[config.mk]
export PLATFORM = sky130hd
export DESIGN_NAME = tx_blk_dma_sched
export DESIGN_NICKNAME = d
export VERILOG_FILES = /design/src/rtl/bali_lib_pkg.sv /design/src/rtl/tx_blk_dma_sched_link_ctx.sv /design/src/rtl/tx_blk_dma_sched.sv
export SDC_FILE = /design/constraint.sdc
export NUM_CORES = 2
export LEC_CHECK = 0
export BUFFER_PORTS_ARGS = -buffer_cell sky130_fd_sc_hd__buf_2
export CORE_AREA = 2 2 751 753
export DETAILED_ROUTE_END_ITERATION = 8
export DIE_AREA = 0 0 753 755
export PLACE_DENSITY = 0.3
export SYNTH_ARGS = -nofsm -noshare
export SYNTH_HDL_FRONTEND = slang
export SYNTH_SLANG_ARGS = --single-unit
[constraint.sdc]
create_clock -name iCLK -period 12.8 [get_ports iCLK]
set_clock_uncertainty 0.1 [all_clocks]
set_input_delay 1.28 -clock iCLK [delete_from_list [all_inputs] [get_ports iCLK]]
set_output_delay 1.28 -clock iCLK [all_outputs]
set_load 0.005 [all_outputs]
[src/rtl/bali_lib_pkg.sv]
// bali_lib_pkg: shared types and constants for the TX block DMA scheduler.
//   sched_state_t : scheduler FSM state, encoded 0..3 as reported to software
//   BLK_BEATS / TLP_BEATS / TLPS_PER_BLK / TLP_BYTES : block geometry
//   ring_depth()  : ring depth in blocks from the 8-bit register (0 means 256)
//   tlp_address() : host byte address of one TLP inside a ring
package bali_lib_pkg;

  typedef enum logic [1:0] {
    ST_IDLE = 2'd0,
    ST_HDR  = 2'd1,
    ST_DATA = 2'd2,
    ST_DONE = 2'd3
  } sched_state_t;

  localparam int BLK_BEATS    = 128;
  localparam int TLP_BEATS    = 8;
  localparam int TLPS_PER_BLK = 16;
  localparam int TLP_BYTES    = 256;

  localparam logic [9:0] TLP_LEN_DW = 10'd64;

  function automatic logic [8:0] ring_depth(input logic [7:0] blks);
    return (blks == 8'd0) ? 9'd256 : {1'b0, blks};
  endfunction

  // Ring base is 4KB aligned, so its low 12 bits are masked off; the sum
  // wraps silently at 64 bits.
  function automatic logic [63:0] tlp_address(input logic [63:0] base,
                                              input logic [7:0]  blk,
                                              input logic [3:0]  idx);
    return (base & ~64'hfff) + {44'b0, blk, 12'b0} + {52'b0, idx, 8'b0};
  endfunction

endpackage

[src/rtl/tx_blk_dma_sched_link_ctx.sv]
// tx_blk_dma_sched_link_ctx: per-link ring context.
//   clk, rst     : clock, async active-high reset
//   blks         : ring depth register (0 means 256 blocks)
//   start        : a block for this link is being started
//   free         : host released one block of this link
//   adv          : block finished; advance the write pointer
//   wr_ptr       : ring slot the next block is written to
//   credit       : another block may be started (outstanding < depth)
module tx_blk_dma_sched_link_ctx
  import bali_lib_pkg::*;
(
  input  logic       clk,
  input  logic       rst,
  input  logic [7:0] blks,
  input  logic       start,
  input  logic       free,
  input  logic       adv,
  output logic [7:0] wr_ptr,
  output logic       credit
);

  logic [8:0] depth;
  logic [8:0] wr_next;
  logic [8:0] outstanding;

  assign depth   = ring_depth(blks);
  assign credit  = (outstanding < depth);
  assign wr_next = {1'b0, wr_ptr} + 9'd1;

  always_ff @(posedge clk or posedge rst) begin
    if (rst) begin
      wr_ptr      <= '0;
      outstanding <= '0;
    end else begin
      // >= rather than == keeps the pointer in range if depth is shrunk
      if (adv)
        wr_ptr <= (wr_next >= depth) ? 8'd0 : wr_next[7:0];
      if (start && !free)
        outstanding <= outstanding + 9'd1;
      else if (free && !start && (outstanding != 9'd0))
        outstanding <= outstanding - 9'd1;
    end
  end

endmodule

[src/rtl/tx_blk_dma_sched.sv]
// tx_blk_dma_sched: moves 128-beat blocks from the link-arbiter FIFO into
// per-link host rings as 16 posted TLPs of 8 beats (256 bytes) each.
//   iCLK, iRST                  : clock, async active-high reset
//   iREG_*                      : enable, per-link ring base and depth
//   iFIFO_* / oFIFO_RD_ACK      : show-ahead data FIFO and its pop
//   iLINK_* / oBLK_DONE_PULSE   : show-ahead link-number FIFO and its pop
//   oTLP_* / iTLP_ACK           : TLP header request
//   oTX_DATA* / iTX_READY       : payload stream
//   iHOST_*                     : host returns a ring block (credit)
//   oHIP_*                      : block-written notification
//   oREG_SCHED_PS, oREG_*_CTR   : status and statistics
// Optional macro TX_BLK_DMA_SCHED_STATS_EN builds the statistics counters;
// without it the counter outputs are tied to zero.
module tx_blk_dma_sched
  import bali_lib_pkg::*;
#(
  parameter int PORTS      = 12,
  parameter int PORT_WIDTH = $clog2(PORTS)
) (
  input  logic                        iCLK,
  input  logic                        iRST,
  input  logic                        iREG_SCHED_EN,
  input  logic [PORTS-1:0][63:0]      iREG_RING_BASE,
  input  logic [PORTS-1:0][7:0]       iREG_RING_BLKS,
  input  logic [7:0]                  iFIFO_USED,
  input  logic                        iFIFO_FULL,
  input  logic                        iFIFO_EMPTY,
  input  logic [255:0]                iFIFO_DATA,
  input  logic [PORT_WIDTH-1:0]       iLINK_NUMBER,
  input  logic                        iLINK_FIFO_EMPTY,
  output logic                        oFIFO_RD_ACK,
  output logic                        oBLK_DONE_PULSE,
  output logic                        oHIP_BLK_DONE,
  output logic [PORT_WIDTH-1:0]       oHIP_LINK_NUMBER,
  output logic                        oTLP_REQ,
  input  logic                        iTLP_ACK,
  output logic [63:0]                 oTLP_ADDR,
  output logic [9:0]                  oTLP_LEN_DW,
  output logic [255:0]                oTX_DATA,
  output logic                        oTX_DATA_V,
  input  logic                        iTX_READY,
  input  logic                        iHOST_BLK_FREE,
  input  logic [PORT_WIDTH-1:0]       iHOST_LINK_NUMBER,
  output logic [1:0]                  oREG_SCHED_PS,
  output logic [31:0]                 oREG_STALL_CTR,
  output logic [PORTS-1:0][31:0]      oREG_BLK_CTR
);

  localparam int SLOTS = 1 << PORT_WIDTH;

  sched_state_t          state;
  logic [PORT_WIDTH-1:0] cur_link;
  logic [3:0]            tlp_idx;
  logic [2:0]            beat_cnt;
  logic                  tlp_req;
  logic                  done_pulse;
  logic [PORT_WIDTH-1:0] hip_link;
  logic [63:0]           tlp_addr;

  logic [PORTS-1:0][7:0] wr_ptr;
  logic [PORTS-1:0]      credit;
  logic [SLOTS-1:0]      credit_ext;
  logic [PORTS-1:0]      start_vec;
  logic [PORTS-1:0]      free_vec;
  logic [PORTS-1:0]      adv_vec;

  logic        blk_avail;
  logic        head_credit;
  logic        go;
  logic        start_en;
  logic        in_data;
  logic        tx_v;
  logic        rd_ack;
  logic        last_beat;
  logic [63:0] start_addr;
  logic [63:0] next_addr;

  assign blk_avail = iFIFO_FULL | ((32'(iFIFO_USED) >= BLK_BEATS) & ~iFIFO_EMPTY);

  // Padding to a power of two makes an out-of-range link number read as
  // "no credit" instead of indexing past the context array.
  assign credit_ext  = SLOTS'(credit);
  assign head_credit = credit_ext[iLINK_NUMBER];
  assign go          = iREG_SCHED_EN & blk_avail & ~iLINK_FIFO_EMPTY & head_credit;
  assign start_en    = go & (state == ST_IDLE);

  assign in_data   = (state == ST_DATA);
  assign tx_v      = in_data & ~iFIFO_EMPTY;
  assign rd_ack    = tx_v & iTX_READY;
  assign last_beat = rd_ack & (beat_cnt == 3'(TLP_BEATS - 1));

  assign start_addr = tlp_address(iREG_RING_BASE[iLINK_NUMBER], wr_ptr[iLINK_NUMBER], 4'd0);
  assign next_addr  = tlp_address(iREG_RING_BASE[cur_link], wr_ptr[cur_link], tlp_idx + 4'd1);

  for (genvar i = 0; i < PORTS; i++) begin : g_link
    assign start_vec[i] = start_en && (iLINK_NUMBER == PORT_WIDTH'(i));
    assign free_vec[i]  = iHOST_BLK_FREE && (iHOST_LINK_NUMBER == PORT_WIDTH'(i));
    assign adv_vec[i]   = (state == ST_DONE) && (cur_link == PORT_WIDTH'(i));

    tx_blk_dma_sched_link_ctx u_ctx (
      .clk    (iCLK),
      .rst    (iRST),
      .blks   (iREG_RING_BLKS[i]),
      .start  (start_vec[i]),
      .free   (free_vec[i]),
      .adv    (adv_vec[i]),
      .wr_ptr (wr_ptr[i]),
      .credit (credit[i])
    );
  end

  // The enable is only sampled in IDLE, so a block in flight always finishes.
  always_ff @(posedge iCLK or posedge iRST) begin
    if (iRST) begin
      state      <= ST_IDLE;
      cur_link   <= '0;
      tlp_idx    <= '0;
      beat_cnt   <= '0;
      tlp_req    <= 1'b0;
      done_pulse <= 1'b0;
      hip_link   <= '0;
      tlp_addr   <= '0;
    end else begin
      done_pulse <= 1'b0;
      hip_link   <= '0;
      unique case (state)
        ST_IDLE: begin
          if (go) begin
            state    <= ST_HDR;
            cur_link <= iLINK_NUMBER;
            tlp_idx  <= '0;
            beat_cnt <= '0;
            tlp_req  <= 1'b1;
            tlp_addr <= start_addr;
          end
        end
        ST_HDR: begin
          if (iTLP_ACK) begin
            state    <= ST_DATA;
            tlp_req  <= 1'b0;
            beat_cnt <= '0;
          end
        end
        ST_DATA: begin
          if (rd_ack) begin
            beat_cnt <= beat_cnt + 3'd1;
            if (last_beat) begin
              if (tlp_idx == 4'(TLPS_PER_BLK - 1)) begin
                state      <= ST_DONE;
                done_pulse <= 1'b1;
                hip_link   <= cur_link;
              end else begin
                state    <= ST_HDR;
                tlp_idx  <= tlp_idx + 4'd1;
                tlp_req  <= 1'b1;
                tlp_addr <= next_addr;
              end
            end
          end
        end
        ST_DONE: state <= ST_IDLE;
        default: state <= ST_IDLE;
      endcase
    end
  end

  assign oFIFO_RD_ACK     = rd_ack;
  assign oTX_DATA_V       = tx_v;
  assign oTX_DATA         = in_data ? iFIFO_DATA : '0;
  assign oTLP_REQ         = tlp_req;
  assign oTLP_ADDR        = tlp_addr;
  assign oTLP_LEN_DW      = TLP_LEN_DW;
  assign oBLK_DONE_PULSE  = done_pulse;
  assign oHIP_BLK_DONE    = done_pulse;
  assign oHIP_LINK_NUMBER = hip_link;
  assign oREG_SCHED_PS    = state;

`ifdef TX_BLK_DMA_SCHED_STATS_EN
  logic [31:0]           stall_ctr;
  logic [PORTS-1:0][31:0] blk_ctr;

  always_ff @(posedge iCLK or posedge iRST) begin
    if (iRST) begin
      stall_ctr <= '0;
      blk_ctr   <= '0;
    end else begin
      if ((state == ST_IDLE) && blk_avail && !iLINK_FIFO_EMPTY && !head_credit)
        stall_ctr <= stall_ctr + 32'd1;
      if (state == ST_DONE)
        blk_ctr[cur_link] <= blk_ctr[cur_link] + 32'd1;
    end
  end

  assign oREG_STALL_CTR = stall_ctr;
  assign oREG_BLK_CTR   = blk_ctr;
`else
  assign oREG_STALL_CTR = '0;
  assign oREG_BLK_CTR   = '0;
`endif

endmodule

[Word level (Yosys, flattened, before mapping)]
Index checks and enable logic that the tools add are counted.
Word-level totals
  ROM bits: 0
  register bits after elaboration: 287
  bits in writable memories: 0
  memories kept: 0
  latch bits: 0
  input bits: 1145
  logic and storage cells: 390
Cells by class
  multipliers: 0
  reduce and logical (&&, ||, !) cells: 143
  div/mod/pow operators: 0
  shift operators: 0
  mux-type cells: 93
  equal/unequal tests: 43
  magnitude comparators: 27
  bitwise operators: 11
  add/sub/neg operators: 41
Operator list (number)
  64-bit binary-select mux with 4-bit select: 2
  64-bit 2-to-1 mux: 6
  9-bit 2-to-1 mux: 36
  256-bit 2-to-1 mux: 1
  64-bit by 20-bit adder with 64-bit output: 2
  64-bit one-hot mux with 2 select lines: 1
  8-bit 2-to-1 mux: 14
  8-bit by 1-bit adder with 9-bit output (second input constant): 12
  9-bit by 1-bit adder with 9-bit output (second input constant): 12
  9-bit >= comparator: 12
  9-bit less-than comparator: 12
  9-bit nonzero test: 12
  9-bit by 1-bit subtractor with 9-bit output (second input constant): 12
  8-bit logical NOT: 12
  1-bit logical AND: 72
  64-bit by 12-bit adder with 64-bit output: 1
  8-bit binary-select mux with 4-bit select: 2
  4-bit equality test (second input constant): 13
  4-bit by 3-bit equality test with 1-bit output (second input constant): 12
  4-bit 2-to-1 mux: 8
  2-bit nonzero test: 13
  4-bit by 2-bit equality test with 1-bit output (second input constant): 6
  1-bit logical NOT: 24
  4-bit by 1-bit equality test with 1-bit output (second input constant): 3
  other kinds (27): 58

[Longest topological paths before layout]
  word-level depth: 13
  mapped depth: 27

[Hierarchy]
Synthesis repeated with hierarchy kept, for this count alone.
Unflattened totals
  cells, all modules: 4406
  area total of the unflattened synthesis: 42026.6 um^2
Modules (own cells, without submodules)
  tx_blk_dma_sched: times used 1, cells an instance 2346, area an instance 23018.3 um^2
  tx_blk_dma_sched_link_ctx (g_link[0].u_ctx ...): times used 6, cells an instance 167, area an instance 1594.0 um^2
  tx_blk_dma_sched_link_ctx (g_link[4].u_ctx ...): times used 4, cells an instance 178, area an instance 1570.3 um^2
  tx_blk_dma_sched_link_ctx (g_link[8].u_ctx): times used 1, cells an instance 167, area an instance 1587.8 um^2
  tx_blk_dma_sched_link_ctx (g_link[9].u_ctx): times used 1, cells an instance 179, area an instance 1575.3 um^2

[Worst setup path before layout]
No wires, ideal clock.
  path kind: input -> register
  from: input iLINK_NUMBER[0]
  to: register tlp_addr[38], in the netlist oTLP_ADDR[38]
  data arrival time: 6418 ps
  stages: 25
  setup slack: 6156 ps
  path through: buf_6 > buf_12 > buf_12 > buf_12 > buf_6 > buf_2 > buf_2 > buf_2 > buf_2 > buf_2 > buf_4 > mux4_2 > nand2_1 > o21ai_0 > ha_1 > inv_1 > fa_1 > nor2b_1 > o31ai_1 > a21oi_1 > nand4_1 > or4b_2 > xor2_1 > o21ai_1 > o32a_1
Between the ends
  cells in the longest elaborated chain, start to end: 5
  elaborated cells on any way between the ends: 12
  classes of those cells: 1 x add/sub; 1 x eq/ne; 8 x mux; 1 x bitwise; 1 x reduce/logical
RTL lines
  start: declaration: RTL line tx_blk_dma_sched.sv:29  | input logic [PORT_WIDTH-1:0] iLINK_NUMBER,
  64-bit binary-select mux with 4-bit select (tied with other cells): RTL line tx_blk_dma_sched.sv:92  | assign start_addr = tlp_address(iREG_RING_BASE[iLINK_NUMBER], wr_ptr[iLINK_NUMBER], 4'd0);
  64-bit 2-to-1 mux (implied by the code) (tied with other cells): RTL line tx_blk_dma_sched.sv:92
  64-bit by 20-bit adder with 64-bit output or 1-bit AND (tied branches): RTL line bali_lib_pkg.sv:31, tx_blk_dma_sched.sv:84
  64-bit 2-to-1 mux or 2-bit != test (tied branches)
  64-bit one-hot mux with 2 select lines or 5-bit AND reduction (tied branches)
  end signal: assignment: RTL line tx_blk_dma_sched.sv:134  | tlp_addr <= start_addr;
  end signal: assignment: RTL line tx_blk_dma_sched.sv:156  | tlp_addr <= next_addr;
  end: declaration: RTL line tx_blk_dma_sched.sv:58  | logic [63:0] tlp_addr;
Parallel ways exist; a longest one is shown, timed or not. The select of a mux whose other input is x is not followed.
A chain may end at the register's enable or synchronous reset.

[Worst setup path in the final report]
  from: input iLINK_NUMBER[0]
  to: register tlp_addr[62], in the netlist oTLP_ADDR[62]
Same word-level chain as after synthesis.

==> Implementation_results.wiki <==
{| class="wikitable"
! Metric !! Value
|-
| Fin Setup TNS || 0 ns
|-
| Top cell type by total area after synthesis || mux4_2
|-
| CP max stage delay || 0.82 ns
|-
| Remaining routing DRC violations || 0
|-
| R2r startpoint || cur_link[1]
|-
| PwrDens || 211 nW/um^2
|-
| Number of hold-slack violations in the final timing report || 0
|-
| Path class of the lowest-slack min-delay path || flop to flop
|-
| Number of setup buffers added after CTS || 0
|-
| First-pass GRT wire length || 496000 um
|-
| Post-DP HPWL || 366000 um
|-
| I/O pin count || 1902
|-
| Dominant cell by count in the synthesized netlist || buf_4
|-
| Number of slew-limit violations in the final report || 0
|-
| Worst hold endpoint || oTLP_ADDR[18]
|-
| Largest net degree at the start of global routing || 110
|-
| Worst rel slew slack || 0.144
|-
| Die width || 753 um
|-
| Area fraction of the dominant cell type after synthesis || 0.186
|-
| Max-cap violations || 0
|-
| Post-Place Cells || 13000
|-
| Element type at the critical path end || flop
|-
| Die ar. || 569000 sq um
|-
| Initial DRT Pass Iterations || 7
|-
| Average wire per standard cell || 31.0 um
|-
| Clock tree from TritonCTS || built
|-
| Number of buffers created by CTS || 49
|-
| Async S/R FF share, synth || 1.00
|-
| Final count of negative-setup-slack endpoints || 0
|-
| Critical Path Source Type || input pin
|-
| Status || complete, no violations
|-
| RSZ-0062 raised after global routing || false
|-
| Vias/cell || 3.08
|-
| Critical path cell sequence || buf_8 > buf_4 > buf_4 > mux4_2 > mux2i_1 > o21ai_0 > ha_1 > inv_1 > fa_1 > nor2b_1 > o31ai_1 > a21oi_1 > buf_4 > nand4_1 > buf_4 > nor3_4 > and4_1 > and3b_1 > xnor2_1 > a221oi_1
|-
| Number of gates resized after CTS || 0
|-
| Post-synth top cells || buf_4, nand2_1, mux4_2
|-
| Post-layout util || 0.101
|-
| Cell area after synthesis || 40600 sq um
|-
| Area after DPL || 54300 sq um
|-
| Mean Syn Cell Area || 9.26 sq um
|-
| Fill count || 65300
|-
| Leftover overflow at the end of global routing || 0
|-
| Antenna violations before repair || 339
|-
| Overall track demand over capacity in global routing || 0.138
|-
| Port bufs || 1316
|-
| Detailed-route wire length || 409000 um
|-
| Main synth FF type || dfrtp_1
|-
| H-Tree Level Count || 2
|-
| Clock slew seen by the registers of the worst setup and hold paths || 0.06 ns
|-
| Synth warnings || 0
|-
| Worst ir drop on vdd || 0.128 mV
|-
| Number of global-route vias before repair || 39000
|-
| Distinct cell type count after synthesis || 97
|-
| ANT nets after route || 0
|-
| Number of instances in the synthesized netlist || 4383
|-
| Critical path fanouts, max || 33
|-
| Arrival time of data at the critical path endpoint || 7.65 ns
|-
| Vias after detailed routing || 40700
|-
| Source-to-sink clock delay at the later pin of the worst-skew pair || 0.71 ns
|-
| Cts-stage hold buffer count || 0
|-
| Transition at the pin with the smallest max-transition slack || 1.27 ns
|-
| Worst hold slack after final layout || 0.407 ns
|-
| Beginning of the worst hold path || oTLP_ADDR[18]
|-
| Number of synthesized register bits || 275
|-
| Fraction of final layout cells with drive strength greater than 1 || 0.358
|-
| Net total in the final layout || 7042
|-
| Cell depth of the worst flop-to-flop path || 18
|-
| Die Span Y || 755 um
|-
| P_leak || 24.6 nW
|-
| Cells taking the most area after synthesis || mux4_2, dfrtp_1, ha_1, buf_4, and3_1
|-
| WHS Path Cells || 1
|-
| Finished Layout Cells || 13200
|-
| Area of the core || 560000 sq um
|-
| Area delta synth->final || 38.8%
|-
| R2r endpoint || oTLP_ADDR[61]
|-
| Clock Sink Count || 275
|-
| Routability Congestion || 0.917
|-
| Fmax achieved || 139 MHz
|-
| Number of synthesized flops with an enable pin || 0
|-
| Cell chosen for the clock root || clkbuf_16
|-
| Data required time of the critical path || 13.24 ns
|-
| Max Buffers Root-to-Sink || 3
|-
| Number of DRC markers after the initial detailed-route iteration || 2965
|-
| Initial core utilization || 0.0725
|-
| Critical path start-end classification || input pin to flop
|-
| Most numerous cell on the critical path || buf_4
|-
| Post-route design area || 56300 sq um
|-
| Reg2Reg Setup Slack || 6.04 ns
|-
| Slowest stage cell, crit path || o21ai_0
|-
| Tmin final || 7.21 ns
|-
| Site Rows || 275
|-
| Portion of the post-synthesis area used by sequential elements || 0.170
|-
| Fraction of the cycle the final worst path needs || 0.563
|}
how the worst max path moves through the flow:
stage | from | to | slack (ns) | depth (start not counted)
3_5_place_dp | iLINK_NUMBER[0] | oTLP_ADDR[62] | 4.92 | 20
3_3_place_gp | iLINK_NUMBER[0] | oTLP_ADDR[62] | 4.91 | 20
2_1_floorplan | iRST | beat_cnt[0] | 3.84 | 1
5_1_grt | iLINK_NUMBER[0] | oTLP_ADDR[62] | 5.37 | 20
6_report | iLINK_NUMBER[0] | oTLP_ADDR[62] | 5.59 | 20
4_1_cts | iLINK_NUMBER[0] | oTLP_ADDR[62] | 5.63 | 20
cell usage in the layout (no fill, tap or decap), types with 154 or more instances in the layout:
cell type,instances
inv_1,195
ha_1,319
conb_1,434
o21ai_0,188
buf_2,1314
nand2_1,422
mux4_2,336
nor2_1,154
and3_1,287
dfrtp_1,270
a21oi_1,154
critical path, delay by kind of cell:
kind	cells	cell delay, ns
xor gates and xnor gates	1	0.08
adders and majority gates	2	0.75
buffers and inverters	6	1.88
AOI/OAI and AO/OA	4	1.41
and+or+nand+nor	5	1.63
muxes	2	0.43
flip-flops by register name, summed over array words and instances, names as in the netlist:
register	cells
oHIP_LINK_NUMBER	4
g_link.u_ctx.wr_ptr	96
oTLP_ADDR	53
beat_cnt	3
oREG_SCHED_PS	2
g_link.u_ctx.outstanding	108
tlp_idx	3
oBLK_DONE_PULSE	1
cur_link	4
oTLP_REQ	1
layout make-up:
| type | instances | area (sq um) | area share |
|---|---|---|---|
| Multi-Input combinational cell | 3636 | 30000 | 0.532 |
| Tap cell | 7479 | 9360 | 0.166 |
| Timing Repair Buffer | 1404 | 7290 | 0.129 |
| Sequential cell | 275 | 6900 | 0.122 |
| Clock buffer | 69 | 1420 | 0.0252 |
| Inverter | 198 | 756 | 0.0134 |
| Clock inverter | 21 | 342 | 0.00606 |
| Antenna cell | 127 | 318 | 0.00564 |
report_power, final:
group / switching, mW / leakage (nW) / internal, mW
clock network: 0.614 / 0.862 / 0.900
registers: 0.583 / 3.06 / 1.21
logic: 5.48 / 20.7 / 3.08
total: 6.68 / 24.6 / 5.19
stage by stage:
stage | worst slack (ns) | power (mW)
3_3_place_gp | 4.91 | 10.6
4_1_cts | 5.63 | 12.2
3_5_place_dp | 4.92 | 10.6
5_1_grt | 5.37 | 13.0
2_1_floorplan | 3.84 | 6.51
6_report | 5.59 | 11.9
routing by layer:
metal | GRT usage | vias up | routed length (um)
met3 | 0.0845 | 661 | 57500
met2 | 0.216 | 2117 | 180000
met4 | 0.0249 | 96 | 9070
met5 | 0 | - | 633
met1 | 0.161 | 19900 | 162000
li1 | - | 17900 | -
kinds of logic after synthesis:
| logic type | count (synthesis) | synth area share |
|---|---|---|
| buffers and inverters | 904 | 0.135 |
| flip-flops | 275 | 0.170 |
| other | 2 | 0.000185 |
| multiplexers | 520 | 0.243 |
| AND/OR/NAND/NOR | 1328 | 0.170 |
| adder cells (fa/ha/maj) | 333 | 0.105 |
| AO/OA/AOI/OAI | 780 | 0.126 |
| XOR/XNOR | 241 | 0.0520 |
Power figures use the tool's default switching activity.
